**src/rtl/uart_pkg.sv**
```systemverilog
// Shared definitions for the UART receive frame controller: FSM state
// encoding, error-cause codes and the frame header byte.
package uart_pkg;

  typedef enum logic [2:0] {
    ST_IDLE    = 3'd0,
    ST_LEN     = 3'd1,
    ST_PAYLOAD = 3'd2,
    ST_CSUM    = 3'd3,
    ST_DRAIN   = 3'd4
  } rx_state_e;

  localparam logic [7:0] HEADER = 8'hA5;

  localparam logic [1:0] ERR_NONE    = 2'd0;
  localparam logic [1:0] ERR_BAD_LEN = 2'd1;
  localparam logic [1:0] ERR_CSUM    = 2'd2;
  localparam logic [1:0] ERR_TIMEOUT = 2'd3;

  // States in which a frame is partially received and a byte is awaited.
  function automatic logic in_frame(input rx_state_e s);
    return (s == ST_LEN) || (s == ST_PAYLOAD) || (s == ST_CSUM);
  endfunction

endpackage

```
**src/rtl/uart_frame_buf.sv**
```systemverilog
// Payload store for one frame: DEPTH x 8 register array, one synchronous
// write port and one asynchronous (combinational) read port. No reset; the
// controller never reads an entry it has not written in the current frame.
module uart_frame_buf #(
  parameter int DEPTH = 16,
  parameter int AW    = (DEPTH > 1) ? $clog2(DEPTH) : 1
) (
  input  logic          clk_i,
  input  logic          we_i,
  input  logic [AW-1:0] waddr_i,
  input  logic [7:0]    wdata_i,
  input  logic [AW-1:0] raddr_i,
  output logic [7:0]    rdata_o
);

  logic [7:0] mem_q [DEPTH];

  // Write one payload byte per accepted receive strobe.
  always_ff @(posedge clk_i) begin
    if (we_i) begin
      mem_q[waddr_i] <= wdata_i;
    end
  end

  assign rdata_o = mem_q[raddr_i];

endmodule

```
**src/rtl/uart_rx_frame_ctrl.sv**
```systemverilog
// UART receive frame controller: parses HEADER(A5) LEN payload CSUM frames
// from a byte stream, checks length and 8-bit additive checksum, then drains
// the payload downstream over a valid/ready port.
// Optional feature: define UART_FRAME_TIMEOUT_EN to compile in the inter-byte
// timeout counter (error code 3); without it the FSM waits forever between
// bytes.
//
// Handshake: a payload byte transfers on every rising clock edge where
// o_pkt_valid && i_pkt_ready; while i_pkt_ready is low, o_pkt_valid,
// o_pkt_data and o_pkt_last stay stable, and once valid rises it only drops
// after the o_pkt_last byte transfers (or on reset).
module uart_rx_frame_ctrl
  import uart_pkg::*;
#(
  parameter int CLK_FRE    = 50,
  parameter int MAX_LEN    = 16,
  parameter int TIMEOUT_US = 1000
) (
  input  logic       i_clk_sys,
  input  logic       i_rst,
  input  logic [7:0] i_rx_data,
  input  logic       i_rx_done,
  output logic [7:0] o_pkt_data,
  output logic       o_pkt_valid,
  input  logic       i_pkt_ready,
  output logic       o_pkt_last,
  output logic [7:0] o_pkt_len,
  output logic       o_frame_err,
  output logic [1:0] o_err_code,
  output logic       o_overrun,
  output logic       o_busy
);

  localparam int         AW        = (MAX_LEN > 1) ? $clog2(MAX_LEN) : 1;
  localparam logic [7:0] MAX_LEN_B = 8'(MAX_LEN);

  rx_state_e  state_q, state_d;
  logic [7:0] len_q,   len_d;
  logic [7:0] sum_q,   sum_d;
  logic [7:0] idx_q,   idx_d;
  logic       err_q,   err_d;
  logic [1:0] code_q,  code_d;
  logic       ovr_q,   ovr_d;

  logic       buf_we;
  logic [7:0] buf_rdata;
  logic [7:0] last_idx;
  logic       timeout_hit;

  assign last_idx = len_q - 8'd1;

  // idx_q is the write index while receiving and the read index while draining.
  uart_frame_buf #(
    .DEPTH (MAX_LEN),
    .AW    (AW)
  ) u_buf (
    .clk_i   (i_clk_sys),
    .we_i    (buf_we),
    .waddr_i (idx_q[AW-1:0]),
    .wdata_i (i_rx_data),
    .raddr_i (idx_q[AW-1:0]),
    .rdata_o (buf_rdata)
  );

`ifdef UART_FRAME_TIMEOUT_EN
  localparam logic [31:0] TO_LIMIT = 32'(CLK_FRE * TIMEOUT_US - 1);

  logic [31:0] to_cnt_q, to_cnt_d;

  // Cycles since the last accepted byte; only runs while a frame is open.
  always_comb begin
    to_cnt_d = 32'd0;
    if (in_frame(state_q) && !i_rx_done) begin
      to_cnt_d = to_cnt_q + 32'd1;
    end
  end

  // Timeout counter register.
  always_ff @(posedge i_clk_sys) begin
    if (i_rst) begin
      to_cnt_q <= 32'd0;
    end else begin
      to_cnt_q <= to_cnt_d;
    end
  end

  // A byte arriving in the limit cycle wins: the FSM checks i_rx_done first.
  assign timeout_hit = in_frame(state_q) && (to_cnt_q == TO_LIMIT);
`else
  assign timeout_hit = 1'b0;
`endif

  // Frame parser next-state, datapath updates and error/overrun pulses.
  always_comb begin
    state_d = state_q;
    len_d   = len_q;
    sum_d   = sum_q;
    idx_d   = idx_q;
    err_d   = 1'b0;
    code_d  = code_q;
    ovr_d   = 1'b0;
    buf_we  = 1'b0;

    case (state_q)
      ST_IDLE: begin
        idx_d = 8'd0;
        if (i_rx_done && (i_rx_data == HEADER)) begin
          state_d = ST_LEN;
        end
      end

      ST_LEN: begin
        if (i_rx_done) begin
          if ((i_rx_data == 8'd0) || (i_rx_data > MAX_LEN_B)) begin
            state_d = ST_IDLE;
            err_d   = 1'b1;
            code_d  = ERR_BAD_LEN;
          end else begin
            len_d   = i_rx_data;
            sum_d   = i_rx_data;
            idx_d   = 8'd0;
            state_d = ST_PAYLOAD;
          end
        end else if (timeout_hit) begin
          state_d = ST_IDLE;
          err_d   = 1'b1;
          code_d  = ERR_TIMEOUT;
        end
      end

      ST_PAYLOAD: begin
        if (i_rx_done) begin
          buf_we = 1'b1;
          sum_d  = sum_q + i_rx_data;
          if (idx_q == last_idx) begin
            idx_d   = 8'd0;
            state_d = ST_CSUM;
          end else begin
            idx_d = idx_q + 8'd1;
          end
        end else if (timeout_hit) begin
          state_d = ST_IDLE;
          err_d   = 1'b1;
          code_d  = ERR_TIMEOUT;
        end
      end

      ST_CSUM: begin
        if (i_rx_done) begin
          if (i_rx_data == sum_q) begin
            idx_d   = 8'd0;
            state_d = ST_DRAIN;
          end else begin
            state_d = ST_IDLE;
            err_d   = 1'b1;
            code_d  = ERR_CSUM;
          end
        end else if (timeout_hit) begin
          state_d = ST_IDLE;
          err_d   = 1'b1;
          code_d  = ERR_TIMEOUT;
        end
      end

      ST_DRAIN: begin
        // No room for a new frame until the buffer is empty; drop and flag.
        if (i_rx_done) begin
          ovr_d = 1'b1;
        end
        if (i_pkt_ready) begin
          if (idx_q == last_idx) begin
            idx_d   = 8'd0;
            state_d = ST_IDLE;
          end else begin
            idx_d = idx_q + 8'd1;
          end
        end
      end

      default: begin
        state_d = ST_IDLE;
      end
    endcase
  end

  // State and datapath registers with synchronous reset.
  always_ff @(posedge i_clk_sys) begin
    if (i_rst) begin
      state_q <= ST_IDLE;
      len_q   <= 8'd0;
      sum_q   <= 8'd0;
      idx_q   <= 8'd0;
      err_q   <= 1'b0;
      code_q  <= ERR_NONE;
      ovr_q   <= 1'b0;
    end else begin
      state_q <= state_d;
      len_q   <= len_d;
      sum_q   <= sum_d;
      idx_q   <= idx_d;
      err_q   <= err_d;
      code_q  <= code_d;
      ovr_q   <= ovr_d;
    end
  end

  // Data is forced to zero outside DRAIN so stale buffer contents never show.
  assign o_pkt_valid = (state_q == ST_DRAIN);
  assign o_pkt_data  = o_pkt_valid ? buf_rdata : 8'h00;
  assign o_pkt_last  = o_pkt_valid && (idx_q == last_idx);
  assign o_pkt_len   = len_q;
  assign o_frame_err = err_q;
  assign o_err_code  = code_q;
  assign o_overrun   = ovr_q;
  assign o_busy      = (state_q != ST_IDLE);

endmodule
```
**config.mk**
```make
export PLATFORM = sky130hd
export DESIGN_NAME = uart_rx_frame_ctrl
export DESIGN_NICKNAME = d
export VERILOG_FILES = /design/src/rtl/uart_pkg.sv /design/src/rtl/uart_frame_buf.sv /design/src/rtl/uart_rx_frame_ctrl.sv
export SDC_FILE = /design/constraint.sdc
export NUM_CORES = 1
export LEC_CHECK = 0
export ABC_CLOCK_PERIOD_IN_PS = 2950
export BUFFER_PORTS_ARGS = -buffer_cell sky130_fd_sc_hd__buf_2
export CAP_MARGIN = 20
export CORE_MARGIN = 2
export CORE_UTILIZATION = 40
export CTS_BUF_LIST = sky130_fd_sc_hd__clkbuf_8 sky130_fd_sc_hd__clkbuf_16
export CTS_CLUSTER_SIZE = 20
export DETAILED_ROUTE_END_ITERATION = 10
export SLEW_MARGIN = 0
export SYNTH_ARGS = -nofsm -noshare
export SYNTH_HDL_FRONTEND = slang
export SYNTH_HIERARCHICAL = 1
export SYNTH_SLANG_ARGS = --single-unit
export TNS_END_PERCENT = 10
```
**constraint.sdc**
```tcl
create_clock -name i_clk_sys -period 2.95 [get_ports i_clk_sys]
set_clock_uncertainty 0.15 [all_clocks]
set_input_delay 0.295 -clock i_clk_sys [delete_from_list [all_inputs] [get_ports i_clk_sys]]
set_output_delay 0.295 -clock i_clk_sys [all_outputs]
set_load 0.01 [all_outputs]
```
# == Word level (Yosys, flattened, before mapping) ==
# Memory sizes are Yosys's and may differ from the RTL's. A register that Yosys moved wholly into a read port is not among the register bits.
# Index checks and enable logic that the tools add are counted.
# totals
n_memories,1
output_inout_bits,23
wordCells,86
ff_bits,31
ram_bits,128
# mem_list
name,depth,width,rd,rd_clocked_by_memory_dff,write_ports,line_no,text
u_buf.mem_q,16,8,1,1,1,uart_frame_buf.sv:16,logic [7:0] mem_q [DEPTH];
# op_classes
n_bitwise,2
n_eq_ne,18
n_reduce_logical,15
mux,39
magnitude_cmp,1
n_addsub,3
# op_table
op,count
8-bit two-way mux,11
8-bit one-hot mux with 5 select lines,1
3-bit two-way mux,8
2-bit inequality test (second input constant),9
8-bit equality test,2
8-bit one-hot mux with 2 select lines,1
3-bit one-hot mux with 5 select lines,1
7-bit AND reduction,2
2-bit two-way mux,5
8-bit by 1-bit adder with 8-bit output (second input constant),1
8-bit adder,1
8-bit equality test (second input constant),1
8-bit by 5-bit > comparator with 1-bit output (second input constant),1
8-bit zero test,1
1-bit two-way mux,8
4-bit two-way mux,2
8-bit by 1-bit subtractor with 8-bit output (second input constant),1
3-bit by 2-bit equality test with 1-bit output (second input constant),2
5-bit AND reduction,1
5-bit nonzero test,1
2-bit by 1-bit inequality test with 1-bit output (second input constant),2
2-bit one-hot mux with 2 select lines,1
4-bit AND reduction,1
2-bit nonzero test,2
other kinds (10),12

# == Logic depth before layout (Yosys ltp) ==
# depth
ltp_word,7
mapped_depth,9
mapped_depth_nobuf,9

# == Hierarchy ==
# The synthesis kept the hierarchy.
# modules_own_cells
module,instances,area_each_um2,cells_each
uart_frame_buf,1,4987.3,221
uart_rx_frame_ctrl,1,2134.5,253

# == Worst setup path after synthesis ==
# Ideal clock, no wire load.
# synth_path
path_type,reg2reg
startpoint,register state_q[2]
endpoint,"memory u_buf.mem_q[0][0], enable pin"
path_stages_with_launch,8
arrival_time_ns,2.176
period_less_slack_ns,2.710
slack_ns,0.240
cell_sequence,dfxtp_1 > nor2_1 > and2_1 > clkbuf_1 > nand2_1 > inv_1 > or3b_2 > nor3_1
# synth_via
elab_chain_len,4
# synth_lines
item,line_no,text
from (decl),uart_rx_frame_ctrl.sv:37,"rx_state_e state_q, state_d;"
from (signal assigned),uart_rx_frame_ctrl.sv:197,state_q <= state_d;
3-bit by 2-bit equality test with 1-bit output,uart_rx_frame_ctrl.sv:104,case (state_q)
1-bit two-way mux,uart_rx_frame_ctrl.sv:104,
named net buf_we,uart_rx_frame_ctrl.sv:45,logic buf_we;
1-bit two-way mux,uart_frame_buf.sv:20,if (we_i) begin
1-bit two-way mux (not written as such),uart_frame_buf.sv:21,mem_q[waddr_i] <= wdata_i;
to (decl),uart_frame_buf.sv:16,
# The timed path passes the listed nets, and every way through them passes these cells.

==> results_dict.tcl <==
set metrics [dict create \
    sw_frac_of_total 0.2071 \
    status "finished clean" \
    stdcell_count 783 \
    finalSetupViolCount 0 \
    yosysSeqAreaShare 0.6268 \
    area.sequential_um2 4469 \
    grt_pass1_vias 4160 \
    portBuffers 34 \
    place_inst 751 \
    end_kind "primary output" \
    rsz0062_at_grt "no" \
    overflow 0 \
    startpoint_type "flop" \
    hold_path.class "input pin to flop" \
    syn2layout_area_growth_pct 17.52 \
    synthArstFlopShare 0 \
    switching_power_w 0.0009911 \
    start_util 0.4103 \
    clk_path_buf_depth 2 \
    remaining_drc_errors 0 \
    placed_cell_area_um2 7759 \
    dr.pass1.iters 5 \
    synth_edf_count 128 \
    tns_ns 0 \
    grt_max_degree 26 \
    finish.utilization 0.4822 \
    place.gp.congestion 0.7935 \
    grt_pass1_wl_um 23850 \
    root_buffer "clkbuf_16" \
    wl_per_cell_um 20.08 \
    drt_iter0_drc 308 \
    seqPwrFrac 0.506 \
    cp.arrival_ns 2.36 \
    r2r_setup_slack_ns 0.21 \
    syn_area_per_cell_um2 15.02 \
    yosysWarningCount 6 \
    nFillCells 1496 \
    hpwl_um 10740 \
    drive_gt1_frac 0.2509 \
    insertion_delay_ns 0.43 \
    fmaxAchievable_ghz 0.3563 \
    synth_area_um2 7122 \
    pin_count 35 \
    finalHoldViolCount 0 \
    path_cells "buf_12 -> mux4_1 -> a22oi_1 -> nand2_1 -> and3_1 -> buf_2" \
    cts_tree "yes" \
    slew_viol_final 0 \
    cts_buffers 17 \
    p_clk_frac 0.471 \
    p_leak_nw 2.939 \
    die_x_um 137.4 \
    combPwrFrac 0.023 \
    n_antenna_cell 0 \
    grt_antenna_before_repair 0 \
    drt-total-wl_um 15720 \
    synthCells 474 \
    criticalPathCategory "flop to primary output" \
    ys.flop_type "edfxtp_1" \
    power_density_nw_per_um2 571.7 \
    cts_hold_buf 0 \
    cpMaxStageDelayCell "mux4_1" \
    post-route-period-util 0.9515 \
    ir_drop_mv 0.3790 \
    clkTransAtPathRegs_ns 0.06 \
    path_max_fanout 14 \
    relSlewSlack 0.6531 \
    cts.sinks 159 \
    via_per_inst 5.488 \
    nets 567 \
    synth_top_area_frac 0.5397 \
    drv_cap 0 \
    multi_input_area_um2 2472 \
    syn-num-nets 496 \
    design_area_um2 8369 \
    ys_types 64 \
    drtAntennaViolNets 0 \
    die_h_um 137.4 \
    internal-power_w 0.003794 \
    min_period_ns 2.807 \
    vias 4297 \
    die_area_um2 18890 \
    rows 48 \
    grtUsageTotal 0.1763 \
    worstPathRequired_ns 2.51 \
    netlist_top_cells_area "edfxtp_1 54%, dfxtp_1 8.7%, mux4_2 5.7%" \
    worst_pin_slew_ns 0.5184 \
    synth_seq_cells 159 \
    slowest_delay_ns 0.56 \
    coreArea_um2 17360 \
    h-tree-depth 4 \
    yosys.area.top_type "edfxtp_1" \
]
cell families after synthesis:
kind of cell | count (synthesis) | share of synthesized area
AO/OA/AOI/OAI | 69 | 0.07520
XOR/XNOR | 12 | 0.01669
adder cells (fa/ha/maj) | 10 | 0.01862
buffers and inverters | 31 | 0.02600
flip-flops | 159 | 0.6268
multiplexers | 41 | 0.1212
AND/OR/NAND/NOR | 152 | 0.1154
cells in the mapped netlist, types with 10 or more instances:
cell      count
nor3_1       11
nand3_1      12
nor2_1       37
and3_1       15
a22oi_1      17
edfxtp_1    128
dfxtp_1      31
mux4_1       14
nand2_1      29
inv_1        10
mux4_2       18
critical path: cells and delay by family, from the launching register on:
kind            cells  cell delay (ns)
compound gates      1             0.29
buf+inv             2             0.33
flops               1             0.49
mux                 1             0.56
simple gates        2             0.24
layer usage:
layer / track usage / wire length, um / vias up / share of wire
met5: 0 / 0 / - / 0
li1: - / - / 2028 / -
met2: 0.2916 / 7919 / 98 / 0.50
met4: 0.06644 / 333 / 0 / 0.021
met1: 0.2258 / 6845 / 2148 / 0.44
met3: 0.04194 / 624 / 23 / 0.040
final cells by class:
type | count | share of cell area
Sequential cell | 159 | 0.5340
Multi-Input combinational cell | 284 | 0.2954
Timing Repair Buffer | 73 | 0.05980
Clock buffer | 17 | 0.05083
Tap cell | 225 | 0.03364
Clock inverter | 15 | 0.02183
Inverter | 10 | 0.004485
power groups by stage:
stage                     combinational [W]  sequential [W]  clock, W
after floorplan                   0.0000424         0.00247         0
after global placement             0.000108         0.00247         0
after detailed placement           0.000112         0.00247         0
after CTS                          0.000113         0.00242   0.00229
after global routing               0.000122         0.00242   0.00238
final                              0.000112         0.00242   0.00225
cell usage in the layout (no fill, tap or decap), types with 10 or more instances in the layout:
cell type / synthesis / layout
and3_1: 15 / 15
mux4_1: 14 / 14
buf_4: 1 / 36
mux4_2: 18 / 18
nand3_1: 12 / 12
dfxtp_1: 31 / 29
nand2_1: 29 / 29
clkbuf_16: 0 / 17
edfxtp_1: 128 / 128
nor2_1: 37 / 37
buf_2: 3 / 34
inv_1: 10 / 10
nor3_1: 11 / 11
a22oi_1: 17 / 17
stage by stage:
| stage | hold slack (ns) | power [W] | setup WS (ns) |
|---|---|---|---|
| final | 0.03591 | 0.004785 | 0.1431 |
| after CTS | 0.01516 | 0.004820 | 0.07315 |
| after floorplan | 0.2439 | 0.002515 | 0.2404 |
| after global placement | 0.3064 | 0.002578 | 0.1387 |
| after detailed placement | 0.3143 | 0.002583 | 0.08714 |
| after global routing | 0.04742 | 0.004926 | 0.01282 |
what timing repair did:
action | CTS | global route
resized for setup | 1 | 0
buffers inserted | 0 | 0
endpoints found under the hold margin | 0 | 0
setup endpoints to repair | 2 | 0
final timing paths:
check,start,end,cells after the start
max,idx_q[0]$_SDFFE_PP0P_,o_pkt_data[2],6
min,i_rx_done,o_frame_err$_SDFF_PP0_,3
max reg2reg,sum_q[4]$_SDFFE_PP0P_,idx_q[4]$_SDFFE_PP0P_,7
min reg2reg,o_err_code[1]$_SDFFE_PP0P_,o_err_code[1]$_SDFFE_PP0P_,2
flip-flops by register name (all words and copies together), names as in the netlist:
register,cells
o_overrun,1
o_pkt_len,8
u_buf/mem_q,128
o_frame_err,1
state_q,3
sum_q,8
idx_q,8
o_err_code,2
No activity file was read; power rests on OpenSTA's default activity.
